[src/rtl/preset_recorder_if.sv]
// Signal bundle between the physics engine side (master) and the preset recorder (slave).
interface preset_recorder_if #(
    parameter int SPRITES    = 2,
    parameter int DIMENSIONS = 2,
    parameter int WIDTH      = 32,
    parameter int SLOTS      = 4
) ();
    localparam int SW = $clog2(SLOTS);

    logic                                          capture;
    logic                                          clear;
    logic [SW-1:0]                                 slot_wr;
    logic [SW-1:0]                                 slot_rd;
    logic [SPRITES-1:0][DIMENSIONS-1:0][WIDTH-1:0] live_loc;
    logic [SPRITES-1:0][DIMENSIONS-1:0][WIDTH-1:0] live_vel;
    logic                                          busy;
    logic                                          done;
    logic [SLOTS-1:0]                              valid;
    logic [SPRITES-1:0][DIMENSIONS-1:0][WIDTH-1:0] loc;
    logic [SPRITES-1:0][DIMENSIONS-1:0][WIDTH-1:0] vel;

    modport master (
        output capture, clear, slot_wr, slot_rd, live_loc, live_vel,
        input  busy, done, valid, loc, vel
    );

    modport slave (
        input  capture, clear, slot_wr, slot_rd, live_loc, live_vel,
        output busy, done, valid, loc, vel
    );
endinterface

[src/rtl/preset_recorder.sv]
// Captures live physics-engine state into preset slots, one word pair per cycle,
// and reads a selected slot back as registered, valid-masked initial conditions.
//
// state | meaning
// IDLE  | waiting for capture; clear zeroes valid
// WRITE | copying shadow word idx into slot tgt
// DONE  | one-cycle completion pulse
module preset_recorder #(
    parameter int SPRITES    = 2,
    parameter int DIMENSIONS = 2,
    parameter int WIDTH      = 32,
    parameter int SLOTS      = 4
) (
    input logic              clock_162,
    input logic              rst_n,
    preset_recorder_if.slave bus
);
    localparam int K  = SPRITES * DIMENSIONS;
    localparam int SW = $clog2(SLOTS);
    localparam int IW = (K > 1) ? $clog2(K) : 1;
    localparam int BW = K * WIDTH;

    typedef enum logic [1:0] {IDLE, WRITE, DONE} state_t;

    state_t            state_q, state_d;
    logic              accept;
    logic              last;
    logic [IW-1:0]     idx_q;
    logic [SW-1:0]     tgt_q;
    logic [SLOTS-1:0]  valid_q;
    logic [BW-1:0]     shadow_loc, shadow_vel;
    logic [BW-1:0]     mem_loc [SLOTS];
    logic [BW-1:0]     mem_vel [SLOTS];
    logic [BW-1:0]     loc_q, vel_q;

    assign last = (idx_q == IW'(K - 1));

    always_ff @(posedge clock_162) begin
        if (!rst_n) begin
            state_q <= IDLE;
        end else begin
            state_q <= state_d;
        end
    end

    always_comb begin
        state_d = state_q;
        accept  = 1'b0;
        case (state_q)
            IDLE: begin
                if (bus.capture && !bus.clear) begin
                    accept  = 1'b1;
                    state_d = WRITE;
                end
            end
            WRITE: begin
                if (bus.clear) begin
                    state_d = IDLE;
                end else if (last) begin
                    state_d = DONE;
                end
            end
            DONE:    state_d = IDLE;
            default: state_d = IDLE;
        endcase
    end

    always_ff @(posedge clock_162) begin
        if (!rst_n) begin
            valid_q <= '0;
            idx_q   <= '0;
            tgt_q   <= '0;
            loc_q   <= '0;
            vel_q   <= '0;
        end else begin
            // Masking by valid keeps a slot under rewrite reading as zeros.
            loc_q <= valid_q[bus.slot_rd] ? mem_loc[bus.slot_rd] : '0;
            vel_q <= valid_q[bus.slot_rd] ? mem_vel[bus.slot_rd] : '0;
            if (bus.clear) begin
                valid_q <= '0;
            end else if (accept) begin
                tgt_q                <= bus.slot_wr;
                idx_q                <= '0;
                valid_q[bus.slot_wr] <= 1'b0;
            end else if (state_q == WRITE) begin
                idx_q <= idx_q + 1'b1;
                if (last) begin
                    valid_q[tgt_q] <= 1'b1;
                end
            end
        end
    end

    // Snapshot and slot storage carry no reset; valid masks stale contents.
    always_ff @(posedge clock_162) begin
        if (accept) begin
            shadow_loc <= bus.live_loc;
            shadow_vel <= bus.live_vel;
        end
        if (state_q == WRITE && !bus.clear) begin
            for (int k = 0; k < K; k++) begin
                if (idx_q == IW'(k)) begin
                    mem_loc[tgt_q][k*WIDTH +: WIDTH] <= shadow_loc[k*WIDTH +: WIDTH];
                    mem_vel[tgt_q][k*WIDTH +: WIDTH] <= shadow_vel[k*WIDTH +: WIDTH];
                end
            end
        end
    end

    assign bus.busy  = (state_q == WRITE);
    assign bus.done  = (state_q == DONE);
    assign bus.valid = valid_q;
    assign bus.loc   = loc_q;
    assign bus.vel   = vel_q;
endmodule
[src/flat_wrapper.sv]
// flat-port wrapper written by rule: the top's interface ports become plain ports
module preset_recorder_flat 
#(
    parameter int SPRITES    = 2,
    parameter int DIMENSIONS = 2,
    parameter int WIDTH      = 32,
    parameter int SLOTS      = 4
)
  (clock_162, rst_n, bus_capture, bus_clear, bus_slot_wr, bus_slot_rd, bus_live_loc, bus_live_vel, bus_busy, bus_done, bus_valid, bus_loc, bus_vel);
  preset_recorder_if #(.SPRITES(SPRITES), .DIMENSIONS(DIMENSIONS), .WIDTH(WIDTH), .SLOTS(SLOTS)) bus_i ();
  input logic clock_162;
  input logic rst_n;
  input wire logic [$bits(bus_i.capture)-1:0] bus_capture;
  input wire logic [$bits(bus_i.clear)-1:0] bus_clear;
  input wire logic [$bits(bus_i.slot_wr)-1:0] bus_slot_wr;
  input wire logic [$bits(bus_i.slot_rd)-1:0] bus_slot_rd;
  input wire logic [$bits(bus_i.live_loc)-1:0] bus_live_loc;
  input wire logic [$bits(bus_i.live_vel)-1:0] bus_live_vel;
  output wire logic [$bits(bus_i.busy)-1:0] bus_busy;
  output wire logic [$bits(bus_i.done)-1:0] bus_done;
  output wire logic [$bits(bus_i.valid)-1:0] bus_valid;
  output wire logic [$bits(bus_i.loc)-1:0] bus_loc;
  output wire logic [$bits(bus_i.vel)-1:0] bus_vel;
  assign bus_i.capture = bus_capture;
  assign bus_i.clear = bus_clear;
  assign bus_i.slot_wr = bus_slot_wr;
  assign bus_i.slot_rd = bus_slot_rd;
  assign bus_i.live_loc = bus_live_loc;
  assign bus_i.live_vel = bus_live_vel;
  assign bus_busy = bus_i.busy;
  assign bus_done = bus_i.done;
  assign bus_valid = bus_i.valid;
  assign bus_loc = bus_i.loc;
  assign bus_vel = bus_i.vel;
  preset_recorder #(.SPRITES(SPRITES), .DIMENSIONS(DIMENSIONS), .WIDTH(WIDTH), .SLOTS(SLOTS)) u_core (.clock_162(clock_162), .rst_n(rst_n), .bus(bus_i));
endmodule
[config.mk]
export PLATFORM = sky130hd
export DESIGN_NAME = preset_recorder_flat
export DESIGN_NICKNAME = d
export VERILOG_FILES = /design/src/rtl/preset_recorder_if.sv /design/src/rtl/preset_recorder.sv /design/src/flat_wrapper.sv
export SDC_FILE = /design/constraint.sdc
export NUM_CORES = 1
export LEC_CHECK = 0
export CORE_ASPECT_RATIO = 0.9
export CORE_MARGIN = 5
export CORE_UTILIZATION = 59
export CTS_BUF_LIST = sky130_fd_sc_hd__clkbuf_4 sky130_fd_sc_hd__clkbuf_8
export DETAILED_ROUTE_END_ITERATION = 8
export GPL_TIMING_DRIVEN = 0
export PLACE_DENSITY_LB_ADDON = 0.3
export SLEW_MARGIN = 5
export SYNTH_ARGS = -nofsm -noshare
export SYNTH_HDL_FRONTEND = slang
export SYNTH_SLANG_ARGS = --single-unit
[constraint.sdc]
create_clock -name clock_162 -period 9.5 [get_ports clock_162]
set_input_delay 2.375 -clock clock_162 [delete_from_list [all_inputs] [get_ports clock_162]]
set_output_delay 2.375 -clock clock_162 [all_outputs]
set_load 0.005 [all_outputs]
; ---- After elaboration in Yosys (flattened, before gate mapping)
; Memory sizes are Yosys's and may differ from the RTL's. A register that Yosys moved wholly into a read port is not among the register bits.
; Cells that the tools add are included.
[word_totals]
word_cells = 72
ff_bits = 266
mem_bits_rw = 1024
mem_count = 2
[mem_list]
columns = name, words, width, read_ports, rd_ports_with_merged_regs, write_ports, line_no
row1 = u_core.mem_loc, 4, 128, 1, 1, 1, preset_recorder.sv:32  ; logic [BW-1:0] mem_loc [SLOTS];
row2 = u_core.mem_vel, 4, 128, 1, 1, 1, preset_recorder.sv:33  ; logic [BW-1:0] mem_vel [SLOTS];
[classes]
n_bitwise = 5
n_mux = 29
n_eq_ne = 7
n_lt_le_gt_ge = 5
add_sub_neg = 1
reduce_logical = 17
[op_table]
columns = cell, n
row1 = 2-to-1 mux 1 bit, 17
row2 = 2-to-1 mux 4 bit, 3
row3 = 2-to-1 mux 2 bit, 5
row4 = AND reduction 2 bit, 5
row5 = < comparator 2 x 3 -> 1 bit (second input constant), 3
row6 = == test 2 bit (second input constant), 3
row7 = bitwise AND 4 bit, 1
row8 = demux 1 bit (select 2 bit), 2
row9 = == test 2 x 1 -> 1 bit (second input constant), 2
row10 = greater-or-equal comparator 2 x 1 -> 1 bit (second input constant), 2
row11 = logical AND 1 bit, 4
row12 = logical NOT 2 bit, 2
row13 = inverter 4 bit, 1
row14 = bitwise OR 4 bit, 1
row15 = case mux 2 bit (2 select lines), 1
row16 = nonzero test 2 bit, 2
row17 = logical NOT 1 bit, 3
row18 = != test 3 x 2 -> 1 bit (second input constant), 1
row19 = adder 2 x 1 -> 2 bit (second input constant), 1
row20 = binary-select mux 1 bit (select 2 bit), 1
row21 = != test 2 x 1 -> 1 bit (second input constant), 1
row22 = inverter 1 bit, 2
row23 = OR reduction 2 bit, 1

; ---- Depth between registers and ports, before layout
[logic_depth]
word_depth = 8
ltp_mapped = 5
mapped_depth_nobuf = 4

; ---- Least setup slack after synthesis
; Ideal clock, no wire load.
[synth_path]
path_kind = input port to flip-flop
startpoint = input port bus_clear
endpoint = memory u_core.mem_loc[0][0] in the netlist's numbering (enable)
setup_ns = 0.565
path_stages = 3
slack_ns = 1.572
arrival_time_ns = 7.363
cell_sequence = or3b_2 > clkbuf_1 > nor3_1
[synth_between]
elab_chain_len = 4
[synth_rtl]
columns = item, line_no
row1 = "start, declared", flat_wrapper.sv:14  ; input wire logic [$bits(bus_i.clear)-1:0] bus_clear;
row2 = logical NOT 1 bit, preset_recorder.sv:100  ; if (state_q == WRITE && !bus.clear) begin
row3 = logical AND 1 bit, preset_recorder.sv:100
row4 = 2-to-1 mux 1 bit, preset_recorder.sv:100
row5 = 2-to-1 mux 1 bit (not written as such), preset_recorder.sv:103  ; mem_loc[tgt_q][k*WIDTH +: WIDTH] <= shadow_loc[k*WIDTH +: WIDTH];
row6 = "end, declared", preset_recorder.sv:32
; Every way passes these cells.

; ---- Worst setup path in the final report
[layout_path]
startpoint = input port bus_clear
endpoint = memory u_core.mem_vel[0][39] in the netlist's numbering (enable)
[layout_between]
elab_chain_len = 4
[layout_rtl]
columns = item, line_no
row1 = logical NOT 1 bit, preset_recorder.sv:100
row2 = logical AND 1 bit, preset_recorder.sv:100
row3 = 2-to-1 mux 1 bit, preset_recorder.sv:100
row4 = 2-to-1 mux 1 bit (not written as such), preset_recorder.sv:104  ; mem_vel[tgt_q][k*WIDTH +: WIDTH] <= shadow_vel[k*WIDTH +: WIDTH];
row5 = "end, declared", preset_recorder.sv:33
; Every way passes these cells.

==> results_dict.tcl <==
set metrics [dict create \
    status "complete, no violations" \
    cts_tree "done" \
    cp_max_fo 11 \
    drive_above_1_share_pct 24.7 \
    setup_viol 0 \
    cp_data_required_time_ps 10070 \
    final_area_sq_um 64700 \
    cts_resized 0 \
    period_share_pct 48.7 \
    post_drt_wl_per_cell_microns 25.4 \
    synth-seq-area-share_pct 83.9 \
    cp_num_buf_inv 5 \
    crit_family "buffers and inverters" \
    drt_first_pass_iters 5 \
    grt_pass1_wl_microns 168000 \
    period_minus_slack_ps 4620 \
    report.final.slew_viol_count 0 \
    fin_nets 3329 \
    fin_cells 4437 \
    dpl.hpwl_microns 74800 \
    crit_slowest_cell "nor3_2" \
    die_y_microns 292 \
    antenna_left 0 \
    syn_nets 2517 \
    antenna_found_initial 21 \
    fp-row-count 103 \
    wl_microns 113000 \
    slowest_delay_ps 810 \
    place_inst 3991 \
    p_leak_nw 22.4 \
    power_mw 13.3 \
    crit_path_frequent_cell "buf_4" \
    worst_setup_path_start_kind "input pin" \
    cts_setup_buffers 0 \
    fmax_mhz 216 \
    start_util_pct 59.5 \
    layout_commonest_cell "edfxtp_1" \
    route.detailed.drc 0 \
    critPathArrivalTime_ps 5190 \
    synthCells 2249 \
    cap_violations 0 \
    cts_buffers 223 \
    vias 25100 \
    synth_area_sq_um 52200 \
    most-common-layout-cells "edfxtp_1 (1280), clkdlybuf4s50_1 (522), dfxtp_1 (266)" \
    path_class "input pin to register" \
    finalHoldViolCount 0 \
    core_sq_um 87800 \
    rsz0062_at_grt "no" \
    htree_levels 4 \
    max-vdd-ir-drop_mv 0.181 \
    tightest_slew_ps 1270 \
    worstHoldPathType "register to register" \
    cts_max_path_buffers 3 \
    track_usage_pct 24.1 \
    pwr_density_cell_nw_per_um2 205 \
    routed_via_density 5.67 \
    postSynthAreaPerCell_sq_um 23.2 \
    cts.reportedPaths.clkPinSlew_ps 60 \
    yosysWarnings 0 \
    grt_pass1_vias 26900 \
    hold_buffers 0 \
    ys_types 31 \
    cts_root_buf "clkbuf_8" \
    fp.dieW_microns 323 \
    clkSinkCount 1546 \
    io_pins 526 \
    gp_congestion 0.794 \
    drtIter0Drc 2338 \
    io_buffers 522 \
    fin_skew_ps 38.7 \
    crit_chain "clkdlybuf4s50_1 -> or3b_2 -> clkbuf_1 -> nor3_2 -> buf_4 -> buf_8 -> buf_4" \
    clock_latency_ps 880 \
    worst_setup_path_end_kind "register" \
    grt_max_degree 97 \
    overflow 0 \
    slew_headroom_pct 15.0 \
    synth-seq-cells 1546 \
    placed_cell_area_sq_um 59900 \
    area_delta_synth_final_pct 24.1 \
    die_area_sq_um 94500 \
]
[cells in the mapped netlist]
library cell  count  share of area (%)
a211oi_1          1              0.014
nor3_1            8              0.077
inv_2             1             0.0072
a21oi_1           1             0.0096
clkbuf_2         24               0.23
o221a_2           1              0.022
buf_6             4              0.086
nand2_1          13              0.094
nor3b_1           1              0.014
a31oi_1           1              0.012
buf_4            25               0.36
mux4_2          257                 11
inv_1             3              0.022
or4b_1            1              0.019
and3b_1           1              0.017
dfxtp_1         266                 10
clkbuf_1         38               0.27
nor2b_1           4              0.048
buf_2            28               0.27
nand2b_1          4              0.048
o211ai_1          1              0.014
edfxtp_1       1280                 74
xnor2_1           1              0.017
nor2_1           15               0.11
a21o_1            1              0.014
a21boi_0          3              0.043
o21ai_0           3              0.029
ha_1              4              0.096
or3b_2            1              0.017
and3_1          256                3.1
and2_1            2              0.024
[flip-flops by register name (all words and copies together), names as in the netlist]
| signal | count |
|---|---|
| u_core.bus.loc | 128 |
| u_core.bus.valid | 4 |
| u_core.bus.vel | 128 |
| u_core.idx_q | 2 |
| u_core.mem_loc | 512 |
| u_core.mem_vel | 512 |
| u_core.shadow_loc | 128 |
| u_core.shadow_vel | 128 |
| u_core.state_q | 2 |
| u_core.tgt_q | 2 |
[cell type report]
class | instances | area, sq um
clock inverters | 92 | 718
clock buffers | 333 | 4080
multi-input cells | 580 | 7880
fillers | 4682 | 23000
flip-flops and latches | 1546 | 43800
inverters | 4 | 22.5
plain buffers | 119 | 637
diodes | 21 | 52.6
well taps | 1155 | 1450
repair buffers | 587 | 6160
[cell families (layout without fill, tap and decap cells)]
group           Yosys count  count (layout)  share of synthesized area (%)
flops                  1546            1546                           83.9
simple gates            306             306                           3.53
mux                     257             257                           11.1
buf+inv                 123            1135                           1.25
compound gates           12              12                          0.158
fa+ha+maj                 4               4                         0.0959
xor+xnor                  1               1                         0.0168
other cells               0              21                              0
[where the power goes]
| part | internal, mW | switching [mW] |
|---|---|---|
| clock | 3.01 | 2.46 |
| sequential | 7.39 | 0.0488 |
| combinational | 0.210 | 0.173 |
| total | 10.6 | 2.68 |
[worst paths after layout]
path                           from                     end  slack, ps  depth (start not counted)
max                       bus_clear   u_core.mem_vel[0][39]       4880                          7
min reg2reg  u_core.shadow_vel[126]  u_core.mem_vel[0][126]        480                          0
max reg2reg       u_core.state_q[0]   u_core.mem_vel[3][41]       6460                          5
min          u_core.shadow_vel[126]  u_core.mem_vel[0][126]        480                          0
[stage by stage]
stage                     hold slack, ps  setup slack (ps)  util [%]  setup TNS (ps)
after floorplan                      459              1570         -               0
after global placement               465             -2870      67.1         -969860
after detailed placement             481              3970      68.3               0
after CTS                            460              4880      73.7               0
after global routing                 497              4700      73.7               0
final                                482              4880      73.8               0
[per-layer routing]
metal | wire, microns | up-vias | track usage, %
li1 | - | 10900 | -
met3 | 9060 | 199 | 6.62
met2 | 58800 | 1032 | 40.4
met4 | 2750 | 10 | 7.83
met1 | 42200 | 13000 | 31.1
met5 | 59 | - | 0
(Power assumes the default switching activity.)
